[src/rtl/pi_bus_pkg.sv]
// Shared types and widths for the Raspberry Pi bus-transaction path.
// Also used by the Pi command decoder and the bus mux.
package pi_bus_pkg;

    localparam int PI_ADDR_WIDTH = 17;
    localparam int PI_DATA_WIDTH = 8;

    typedef enum logic [1:0] {
        IDLE    = 2'd0,
        PENDING = 2'd1,
        ACTIVE  = 2'd2,
        DONE    = 2'd3
    } pi_bus_state_t;

endpackage

[src/rtl/edge_reg.sv]
// One-cycle registered copy of a timing strobe, with rise/fall detection
// relative to that copy.
module edge_reg (
    input  logic clk16,
    input  logic reset_n,
    input  logic i_d,
    output logic o_q,
    output logic o_rise,
    output logic o_fall
);

    logic r_q;

    // Delay the strobe by one clock.
    always_ff @(posedge clk16 or negedge reset_n) begin
        if (!reset_n) begin
            r_q <= 1'b0;
        end else begin
            r_q <= i_d;
        end
    end

    assign o_q    = r_q;
    assign o_rise = i_d & ~r_q;
    assign o_fall = ~i_d & r_q;

endmodule

[src/rtl/pi_bus_txn.sv]
// Runs one Pi-initiated RAM/IO access inside the Pi slot of the 16-cycle bus frame.
// Bus enables are gated combinationally by pi_select so the bus is released on the falling edge.
module pi_bus_txn
    import pi_bus_pkg::*;
#(
    parameter int ADDR_WIDTH = PI_ADDR_WIDTH,
    parameter int DATA_WIDTH = PI_DATA_WIDTH
) (
    input  logic                  clk16,
    input  logic                  reset_n,
    input  logic                  pi_select,
    input  logic                  pi_strobe,
    input  logic                  req_valid,
    output logic                  req_ready,
    input  logic                  req_we,
    input  logic [ADDR_WIDTH-1:0] req_addr,
    input  logic [DATA_WIDTH-1:0] req_wr_data,
    output logic                  resp_valid,
    output logic [DATA_WIDTH-1:0] resp_rd_data,
    output logic [ADDR_WIDTH-1:0] bus_addr,
    output logic [DATA_WIDTH-1:0] bus_data_out,
    output logic                  bus_data_oe,
    output logic                  bus_addr_oe,
    output logic                  bus_we,
    input  logic [DATA_WIDTH-1:0] bus_data_in
);

    pi_bus_state_t         r_state;
    pi_bus_state_t         w_next_state;
    logic                  r_we;
    logic [ADDR_WIDTH-1:0] r_addr;
    logic [DATA_WIDTH-1:0] r_wr_data;
    logic [DATA_WIDTH-1:0] r_rd_data;
    logic                  r_strobe_seen;

    logic w_sel_q;
    logic w_sel_rise;
    logic w_sel_fall;
    logic w_stb_q;
    logic w_stb_rise;
    logic w_stb_fall;
    logic w_accept;
    logic w_start;
    logic w_read_capture;
    logic w_unused;

    edge_reg u_sel_edge (
        .clk16   (clk16),
        .reset_n (reset_n),
        .i_d     (pi_select),
        .o_q     (w_sel_q),
        .o_rise  (w_sel_rise),
        .o_fall  (w_sel_fall)
    );

    edge_reg u_stb_edge (
        .clk16   (clk16),
        .reset_n (reset_n),
        .i_d     (pi_strobe),
        .o_q     (w_stb_q),
        .o_rise  (w_stb_rise),
        .o_fall  (w_stb_fall)
    );

    assign w_unused = &{1'b0, w_sel_q, w_sel_fall, w_stb_rise, w_stb_fall};

    assign w_accept = req_valid & (r_state == IDLE);
    // Only a fresh window start launches a transaction, never a mid-window request.
    assign w_start  = (r_state == PENDING) & w_sel_rise;
    // Second strobe cycle: the RAM/IO data is stable by then.
    assign w_read_capture = (r_state == ACTIVE) & pi_select & ~r_we & pi_strobe & w_stb_q;

    // FSM state register.
    always_ff @(posedge clk16 or negedge reset_n) begin
        if (!reset_n) begin
            r_state <= IDLE;
        end else begin
            r_state <= w_next_state;
        end
    end

    // FSM next-state logic.
    always_comb begin
        w_next_state = r_state;
        case (r_state)
            IDLE: begin
                if (w_accept) begin
                    w_next_state = PENDING;
                end else begin
                    w_next_state = IDLE;
                end
            end
            PENDING: begin
                if (w_start) begin
                    w_next_state = ACTIVE;
                end else begin
                    w_next_state = PENDING;
                end
            end
            ACTIVE: begin
                // A window without any strobe is retried in the next frame.
                if (!pi_select) begin
                    if (r_strobe_seen) begin
                        w_next_state = DONE;
                    end else begin
                        w_next_state = PENDING;
                    end
                end else begin
                    w_next_state = ACTIVE;
                end
            end
            DONE: begin
                w_next_state = IDLE;
            end
            default: begin
                w_next_state = IDLE;
            end
        endcase
    end

    // FSM outputs: bus enables follow pi_select only while ACTIVE.
    always_comb begin
        req_ready   = 1'b0;
        resp_valid  = 1'b0;
        bus_addr_oe = 1'b0;
        bus_data_oe = 1'b0;
        bus_we      = 1'b0;
        case (r_state)
            IDLE: begin
                req_ready = 1'b1;
            end
            ACTIVE: begin
                bus_addr_oe = pi_select;
                bus_data_oe = pi_select & r_we;
                bus_we      = pi_select & r_we & pi_strobe;
            end
            DONE: begin
                resp_valid = 1'b1;
            end
            default: begin
                req_ready = 1'b0;
            end
        endcase
    end

    // Request latch, strobe tracking and read-data capture.
    always_ff @(posedge clk16 or negedge reset_n) begin
        if (!reset_n) begin
            r_we          <= 1'b0;
            r_addr        <= {ADDR_WIDTH{1'b0}};
            r_wr_data     <= {DATA_WIDTH{1'b0}};
            r_rd_data     <= {DATA_WIDTH{1'b0}};
            r_strobe_seen <= 1'b0;
        end else begin
            if (w_accept) begin
                r_we      <= req_we;
                r_addr    <= req_addr;
                r_wr_data <= req_wr_data;
            end
            if (w_start) begin
                r_strobe_seen <= 1'b0;
            end else if ((r_state == ACTIVE) && pi_strobe) begin
                r_strobe_seen <= 1'b1;
            end
            if (w_read_capture) begin
                r_rd_data <= bus_data_in;
            end
        end
    end

    assign bus_addr     = r_addr;
    assign bus_data_out = r_wr_data;
    assign resp_rd_data = r_rd_data;

endmodule

[config.mk]
export PLATFORM = sky130hd
export DESIGN_NAME = pi_bus_txn
export DESIGN_NICKNAME = d
export VERILOG_FILES = /design/src/rtl/pi_bus_pkg.sv /design/src/rtl/edge_reg.sv /design/src/rtl/pi_bus_txn.sv
export SDC_FILE = /design/constraint.sdc
export NUM_CORES = 1
export LEC_CHECK = 0
export BUFFER_PORTS_ARGS = -buffer_cell sky130_fd_sc_hd__buf_2
export CAP_MARGIN = 20
export CORE_AREA = 2 2 65 67
export CTS_CLUSTER_SIZE = 25
export DETAILED_ROUTE_END_ITERATION = 6
export DIE_AREA = 0 0 67 69
export PLACE_DENSITY = 0.81
export SYNTH_ARGS = -nofsm -noshare
export SYNTH_HDL_FRONTEND = slang
export SYNTH_SLANG_ARGS = --single-unit
[constraint.sdc]
create_clock -name clk16 -period 1.5 [get_ports clk16]
set_clock_uncertainty 0.2 [all_clocks]
set_input_delay 0.45 -clock clk16 [delete_from_list [all_inputs] [get_ports clk16]]
set_output_delay 0.45 -clock clk16 [all_outputs]
set_load 0.02 [all_outputs]
Word level (Yosys, flattened, before mapping)
Index checks and enable logic that the tools add are counted.

Reduce and logical (&&, ||, !) cells: 3. Bitwise logic cells: 11. Eq/ne operators: 3. Multiplexer cells: 12.

Operators with widths (number): 1-bit bitwise AND (9); 1-bit two-way mux (8); 2-bit case mux with 4 select lines (1); 2-bit two-way mux (3); 2-bit equality test, second input constant (2); 2-bit by 1-bit equality test with 1-bit output, second input constant (1); 2-bit logical NOT (1); 1-bit NOT (2); 2-bit nonzero test (1); 1-bit logical AND (1).

Flip-flop bits (word level): 39. Input bits: 39. Logic and storage cells: 37. Output and inout port bits: 38.

Depth between registers and ports, before layout
Gate-level depths: netlist of the first run.

Word-level depth: 5. Gate-level depth with buffers: 6. Mapped depth without buffers: 3.

By module
Synthesis of the first run repeated with hierarchy kept, for this count alone.

Cell total of the unflattened synthesis: 99. Area total of the unflattened synthesis: 1665.3 um^2.

By module, submodules not included: pi_bus_txn (cells each 93, seq. area each 925.9 um^2, instances 1, area each 1585.3 um^2); edge_reg (cells each 3, seq. area each 25.0 um^2, instances 2, area each 40.0 um^2).

Worst setup path after synthesis of the first run
OpenSTA, ideal clock, no wires.

Path kind: register to register. Start point: register r_state[0]. End point: register r_addr[0] (netlist: bus_addr[0]). Library setup time: 125 ps. Data required time: 1175 ps. Cell stages (with the launch flop): 7. Path buffers: 3. Period minus slack after synthesis: 1998 ps. Arrival time: 1673 ps. Slack: -498 ps. Path through: dfrtp_1 buf_4 nor2_1 and2_1 buf_2 buf_4 mux2_2.

Longest elaborated chain between the ends: 2.

Ends and longest elaborated chain: start: declaration (RTL line pi_bus_txn.sv:28) `pi_bus_state_t r_state;`; start signal: assignment (RTL line pi_bus_txn.sv:78) `r_state <= w_next_state;`; 2-bit logical NOT (RTL line pi_bus_txn.sv:67) `assign w_accept = req_valid & (r_state == IDLE);`; 1-bit bitwise AND (RTL line pi_bus_txn.sv:67); end signal: assignment (RTL line pi_bus_txn.sv:150) `r_addr <= {ADDR_WIDTH{1'b0}};`; end signal: assignment (RTL line pi_bus_txn.sv:157) `r_addr <= req_addr;`; end: declaration (RTL line pi_bus_txn.sv:31) `logic [ADDR_WIDTH-1:0] r_addr;`.

Every way passes these cells. A chain may end at the register's enable or synchronous reset.

Worst setup path after layout of the first run
Start point: register r_state[1]. End point: output req_ready.

Longest elaborated chain between the ends: 2.

Ends and longest elaborated chain: 2-bit logical NOT (RTL line pi_bus_txn.sv:128) `case (r_state)`; 1-bit two-way mux (RTL line pi_bus_txn.sv:128); end: declaration (RTL line pi_bus_txn.sv:14) `output logic req_ready,`.

Every way passes these cells.

==> results of run 1 <==
## area by class of cell
cell class / count / area (um^2) / area share, %
clock buffers: 7 / 76.32 / 2.709
clock inverters: 1 / 5.005 / 0.1776
inverters: 1 / 3.754 / 0.1332
multi-input cells: 53 / 688.2 / 24.42
flip-flops and latches: 39 / 978.4 / 34.72
well taps: 50 / 62.56 / 2.220
repair buffers: 118 / 1003 / 35.61
## cell usage in the layout, fill, tap and decap left out, drive strengths merged, types with 2 or more instances in the layout
master  instances
mux2           34
clkbuf          7
o21ai           4
nor2            2
dfrtp          39
buf           117
nor2b           2
and2            3
nand2           3
## per-stage QoR
| step | std cells | power, W | area [um^2] |
|---|---|---|---|
| after detailed placement | 231 | 0.004055 | 2172 |
| after global routing | 269 | 0.006316 | 2818 |
| after CTS | 247 | 0.005113 | 2457 |
| after global placement | 231 | 0.003992 | 2172 |
| final | 269 | 0.006009 | 2818 |
| after floorplan | 97 | 0.003298 | 1654 |
## critical path, cell delays in order, from the launching register on
cell and delay [ns]:
dfrtp_2 0.44, buf_4 0.15, nor2_4 0.10, buf_4 0.11
buf_6 0.11
## state kept, by name, summed over array words and instances (netlist names)
signal          count
resp_rd_data        8
bus_data_out        8
r_strobe_seen       1
u_stb_edge.o_q      1
r_state             2
u_sel_edge.o_q      1
bus_addr           17
r_we                1
## routing by layer
layer  up-vias  track usage, %
li1        583               -
met1       629           21.21
met2        35           29.48
met3         4           3.100
met4         0           6.122
met5         -               0
## cell families after synthesis
kind of cell           share of synthesized area [%]
multiplexers                                   25.31
AND/OR/NAND/NOR                                5.708
buffers and inverters                          2.067
AO/OA/AOI/OAI                                  2.398
flip-flops                                     64.52
## power groups by stage
stage,Combinational [W],Sequential [W],Clock [W]
finish,0.00347,0.00188,0.000661
global route,0.00363,0.00193,0.000749
CTS,0.00261,0.00181,0.000687
detailed placement,0.00223,0.00182,0
global placement,0.00219,0.00180,0
floorplan,0.000984,0.00231,0
## what timing repair did
action / CTS / global route
endpoints found under the hold margin: 39 / 0
buffers inserted: 5 / 22
cloned: 2 / 0
gates resized for setup: 28 / 56
endpoints found under the setup margin: 40 / 68
hold buffers: 1 / 0
pin swaps: 5 / 3
## worst min path at each step
stage | start | endpoint | cells past startpoint
floorplan | reset_n | bus_addr[0] | 0
detailed placement | reset_n | u_sel_edge.o_q | 2
global placement | reset_n | u_stb_edge.o_q | 2
global route | req_addr[14] | bus_addr[14] | 2
finish | req_wr_data[0] | bus_data_out[0] | 2
CTS | req_wr_data[0] | bus_data_out[0] | 2
==> reports/results.tsv, run 1 <==
metric	value	unit
outcome	finished, violations left	
failing checks	setup timing	
Fin. Hold Viols	0	
Synth area leader	dfrtp_1	
clock group share of total power	11.0	%
Critical Path AT	1.19	ns
core area	0.003914	mm^2
Slew Viols, Final	0	
ANT cells	0	
pwr/cell area	2133	mW/mm^2
Yosys warnings	0	
die area	0.004623	mm^2
Reg power frac	31.3	%
Die Width	67	um
first-pass GRT wire length	6.023	mm
Clock Path Buffers	2	
Worst R2R End	bus_addr[2]	
Psw	0.002010	W
Post-Syn Instances	97	
later-pin clock latency in the skew report	0.27	ns
RR Startpoint	r_state[1]	
initial antenna violation count	0	
asr flop ratio synth	100.0	%
crit share post-route	122.3	%
CTS H-tree depth	2	
internal power	0.003999	W
final worst slack	-0.3352	ns
metal3 WL	136	um
WL met1	1.568	mm
detailed placement HPWL	2.511	mm
CP endpoint kind	output pin	
vias in the first global route	1260	
# port buffers	76	
routed vias/inst	4.651	
worst path required time	0.85	ns
Comb pwr share	57.7	%
wire length per cell	15.32	um
number of synthesized flops with an enable pin	0	
Avg Synthesized Cell Area	15.59	um^2
drt drc	0	
clock root buffer	clkbuf_8	
detailed-route via count	1251	
worst r2r path cells	6	
worst slack, placed	-0.2581	ns
Initial Util	38.65	%
class of the worst hold path	input pin to register	
uppermost routed layer	met4	
Fill cells	270	
gr usage total	17.19	%
Most used DFF post-synth	dfrtp_1	
Fmax	544.9	MHz
met2 WL	2.387	mm
Yosys cell types	16	
RSZ-0062 raised after global routing	true	
Worst VDD drop	1.193	mV
total CTS buffers	5	
total gr overflow	0	
Sw Ratio	33.45	%
routability cong.	0.8265	
Critical Path Source	r_state[1]	
post-synth top area share	64.52	%
drt pass-1 iters	4	
Max-slew headroom	85.41	%
CP Max Fanout	3	
critical setup path kind	register to output pin	
post-route ant nets	0	
min cycle time layout	1.835	ns
DR iter-0 viols	53	
Worst-path clk slew	0.08	ns
synth top area cells	dfrtp_1 (65%), mux2_2 (25%), buf_4 (1.5%), nor4_4 (1.4%), o21ai_0 (1.3%)	
# rows	23	
FF+latch count, synth	39	
share of cells above drive strength 1	77.17	%
Setup violations, final	39	
count leader, synth	dfrtp_1	
CP startpoint kind	register	
cell area after synthesis	0.001513	mm^2
CTS tree	yes	
r2r setup slk	-0.23	ns
Die Ht	69	um
TritonCTS Sinks	39	
syn_nets	136	
Hold Worst Slack	0.1940	ns
largest net degree at the start of global routing	40	
Total Wirelength	4.120	mm
CP endpoint	req_ready	
Finished Core Util	71.99	%
Worst-Margin Slew	0.2173	ns
max cap viols	0	
Final nets	257	
IO Count	77	
Synth top cells by count	dfrtp_1 (39), mux2_2 (34), o21ai_0 (4), buf_4 (3), nand2_1 (3)	
setup_tns	-8.501	ns
Pleak	1.426	nW
Area Overhead vs Synth	86.27	%
sequential area share after synthesis	64.52	%
Note: power is estimated with default switching activity, not from simulation.
==> run 2: changes to the inputs <==
==> constraint.sdc (replaced) <==
create_clock -name clk16 -period 1.5 [get_ports clk16]
set_clock_uncertainty 0.2 [all_clocks]
set_input_delay 0.45 -clock clk16 [delete_from_list [all_inputs] [get_ports clk16]]
set_output_delay 0.45 -clock clk16 [all_outputs]
set_load 0.005 [all_outputs]
==> run 2 against run 1 <==
First-iteration DRC count is 19% higher. Global-route usage is 0.29 points lower. Final cell count is 8.6% lower. Sequential cell count stayed put. Wire length is 16% lower. Via count is 10% lower. Largest cell class is now flip-flops and latches. Non-clock buffer count is 23 lower. Sequential power is 4% lower. Critical endpoint is now bus_we. Clock-buffer cell count stayed put. Power is 26% lower. Critical path depth stayed put. Combinational power is 44% lower. The run still ends with setup timing left. Largest power group unchanged.
==> reports/results.tsv, run 2 (synthesized netlist as in run 1, its figures left out) <==
metric	value	unit	change
Worst-path clk slew	0.07	ns	about the same
class of the worst hold path	input pin to register		
first-pass GRT wire length	5.892	mm	-2.2%
worst slack, placed	-0.2263	ns	+0.03179 ns
M1 GR Usage	19.40	%	-1.8 points
initial antenna violation count	0		unchanged
Final nets	234		-8.9%
Worst-Margin Slew	0.2106	ns	-0.006645 ns
detailed placement HPWL	2.364	mm	-5.9%
Finished Core Util	61.60	%	-10 points
RSZ-0062 raised after global routing	true		
gr usage total	16.91	%	-0.29 points
total gr overflow	0		unchanged
GR met2 Demand/Resource	28.16	%	-1.3 points
Cell Chain, Critical Path	nand2_4, nor2_4, and3_1, buf_2		
Fmax	555.3	MHz	+1.9%
CTS H-tree depth	2		unchanged
vias in the first global route	1254		-0.48%
clock group share of total power	15.6	%	+4.6 points
Max-slew headroom	85.85	%	+0.45 points
commonest non-fill, non-tap cell in the layout	buf_2		
Reg power frac	40.8	%	+9.5 points
largest net degree at the start of global routing	40		unchanged
Placement Cell Area	0.002123	mm^2	-2.2%
met3 usage	6.362	%	+3.3 points
detailed-route via count	1121		-10%
critical setup path kind	register to output pin		
setup_tns	-4.204	ns	+4.296 ns
Setup violations, final	39		unchanged
Clock Path Buffers	2		unchanged
worst path required time	0.85	ns	about the same
CP startpoint kind	register		
drt pass-1 iters	3		-1
gr busiest metal	met2		
Critical Path AT	1.15	ns	-0.04 ns
Pwr Total	0.004445	W	-26%
Die Ht	69	um	unchanged
# rows	23		unchanged
post-route ant nets	0		unchanged
crit share post-route	120.1	%	-2.3 points
IO Count	77		unchanged
Worst path max stage delay	0.44	ns	about the same
slowest stage cell, crit path	dfrtp_2		
min cycle time layout	1.801	ns	-0.03425 ns
max cap viols	0		unchanged
drt drc	0		unchanged
outcome	finished, violations left		
CTS tree	yes		
Die Width	67	um	unchanged
ANT cells	0		unchanged
Area Overhead vs Synth	59.39	%	
CP top delay family	flip-flops		
core area	0.003914	mm^2	unchanged
clock root buffer	clkbuf_8		
post-route cell area	0.002411	mm^2	-14%
routed vias/inst	4.557		-2.0%
routability cong.	0.7612		-7.9%
Worst VDD drop	1.108	mV	-7.2%
CP Max Fanout	3		unchanged
later-pin clock latency in the skew report	0.28	ns	about the same
TritonCTS Sinks	39		unchanged
die area	0.004623	mm^2	unchanged
Comb pwr share	43.6	%	-14 points
Fin. Hold Viols	0		unchanged
pwr/cell area	1844	mW/mm^2	-14%
max FFs per register	17		unchanged
Slew Viols, Final	0		unchanged
most frequent cells in the layout	buf_2 (75), dfrtp_1 (37), mux2_4 (34), buf_4 (9), clkbuf_8 (6)		
Sw Ratio	28.00	%	-5.4 points
final worst slack	-0.3009	ns	+0.03425 ns
total CTS buffers	5		unchanged
Total Wirelength	3.457	mm	-16%
CP bufs+invs	1		-2
internal power	0.003201	W	-20%
Psw	0.001245	W	-38%
CP endpoint kind	output pin		
# port buffers	76		unchanged
wire length per cell	14.05	um	-8.2%
Initial Util	38.65	%	unchanged
DR iter-0 viols	63		+19%
Pleak	1.253	nW	-12%
share of cells above drive strength 1	73.98	%	-3.2 points
failing checks	setup timing		
-- run 2: cell count changes in the layout (fill, tap and decap cells not counted), moves of 2 or more --
cell	previous run	this run
buf_2	43	75
buf_6	32	5
buf_4	35	9
buf_16	2	0
-- run 2: what timing repair did --
item / in CTS / in global routing
setup buffers: 7 / 2
resized for setup: 29 / 4
hold endpoints to repair: 39 / 0
cloned: 2 / 0
pin swaps: 5 / 3
hold buffers: 1 / 0
endpoints found under the setup margin: 39 / 41
-- run 2: worst reg2reg max path, cell delays in order (launching register included) --
cell and delay, ns:
dfrtp_2 0.47, buf_4 0.16, nor4_4 0.27, buf_6 0.19, mux2_4 0.31
-- run 2: power by group through the flow --
stage	logic, W	registers (W)	clock network (W)
floorplan	0.000920	0.00182	0
global placement	0.00159	0.00179	0
detailed placement	0.00164	0.00180	0
CTS	0.00204	0.00181	0.000721
global route	0.00209	0.00188	0.000779
finish	0.00194	0.00181	0.000693
-- run 2: layer usage --
metal	vias to the layer above	part of all wire, %	wire, um
met3	4	6.3	218
met2	46	52	1794
met5	-	0	0
li1	530	-	-
met1	541	41	1414
met4	0	0.87	30
-- run 2: layout make-up --
| class | instances | area, um^2 |
|---|---|---|
| clock buffers | 7 | 86.33 |
| clock inverters | 1 | 5.005 |
| fillers | 313 | 1503 |
| inverters | 1 | 3.754 |
| multi-input cells | 53 | 670.6 |
| flip-flops and latches | 39 | 978.4 |
| well taps | 50 | 62.56 |
| repair buffers | 95 | 604.3 |
-- run 2: metrics by stage --
step / std cells / hold slack [ns]
floorplan: 97 / -0.04559
global placement: 229 / 0.2298
detailed placement: 229 / 0.2333
CTS: 247 / 0.1851
global route: 246 / 0.1763
finish: 246 / 0.1971
-- run 2: worst paths after layout --
kind / cells after the start / from / slack, ns / endpoint
max: 4 / r_state[1] / -0.30 / bus_we
min: 2 / req_addr[13] / 0.20 / bus_addr[13]
max reg2reg: 4 / r_state[0] / -0.22 / resp_rd_data[5]
min reg2reg: 1 / bus_addr[0] / 0.31 / bus_addr[0]
max in group asynchronous: 3 / reset_n / 0.45 / r_state[0]
min in group asynchronous: 3 / reset_n / 0.46 / r_we
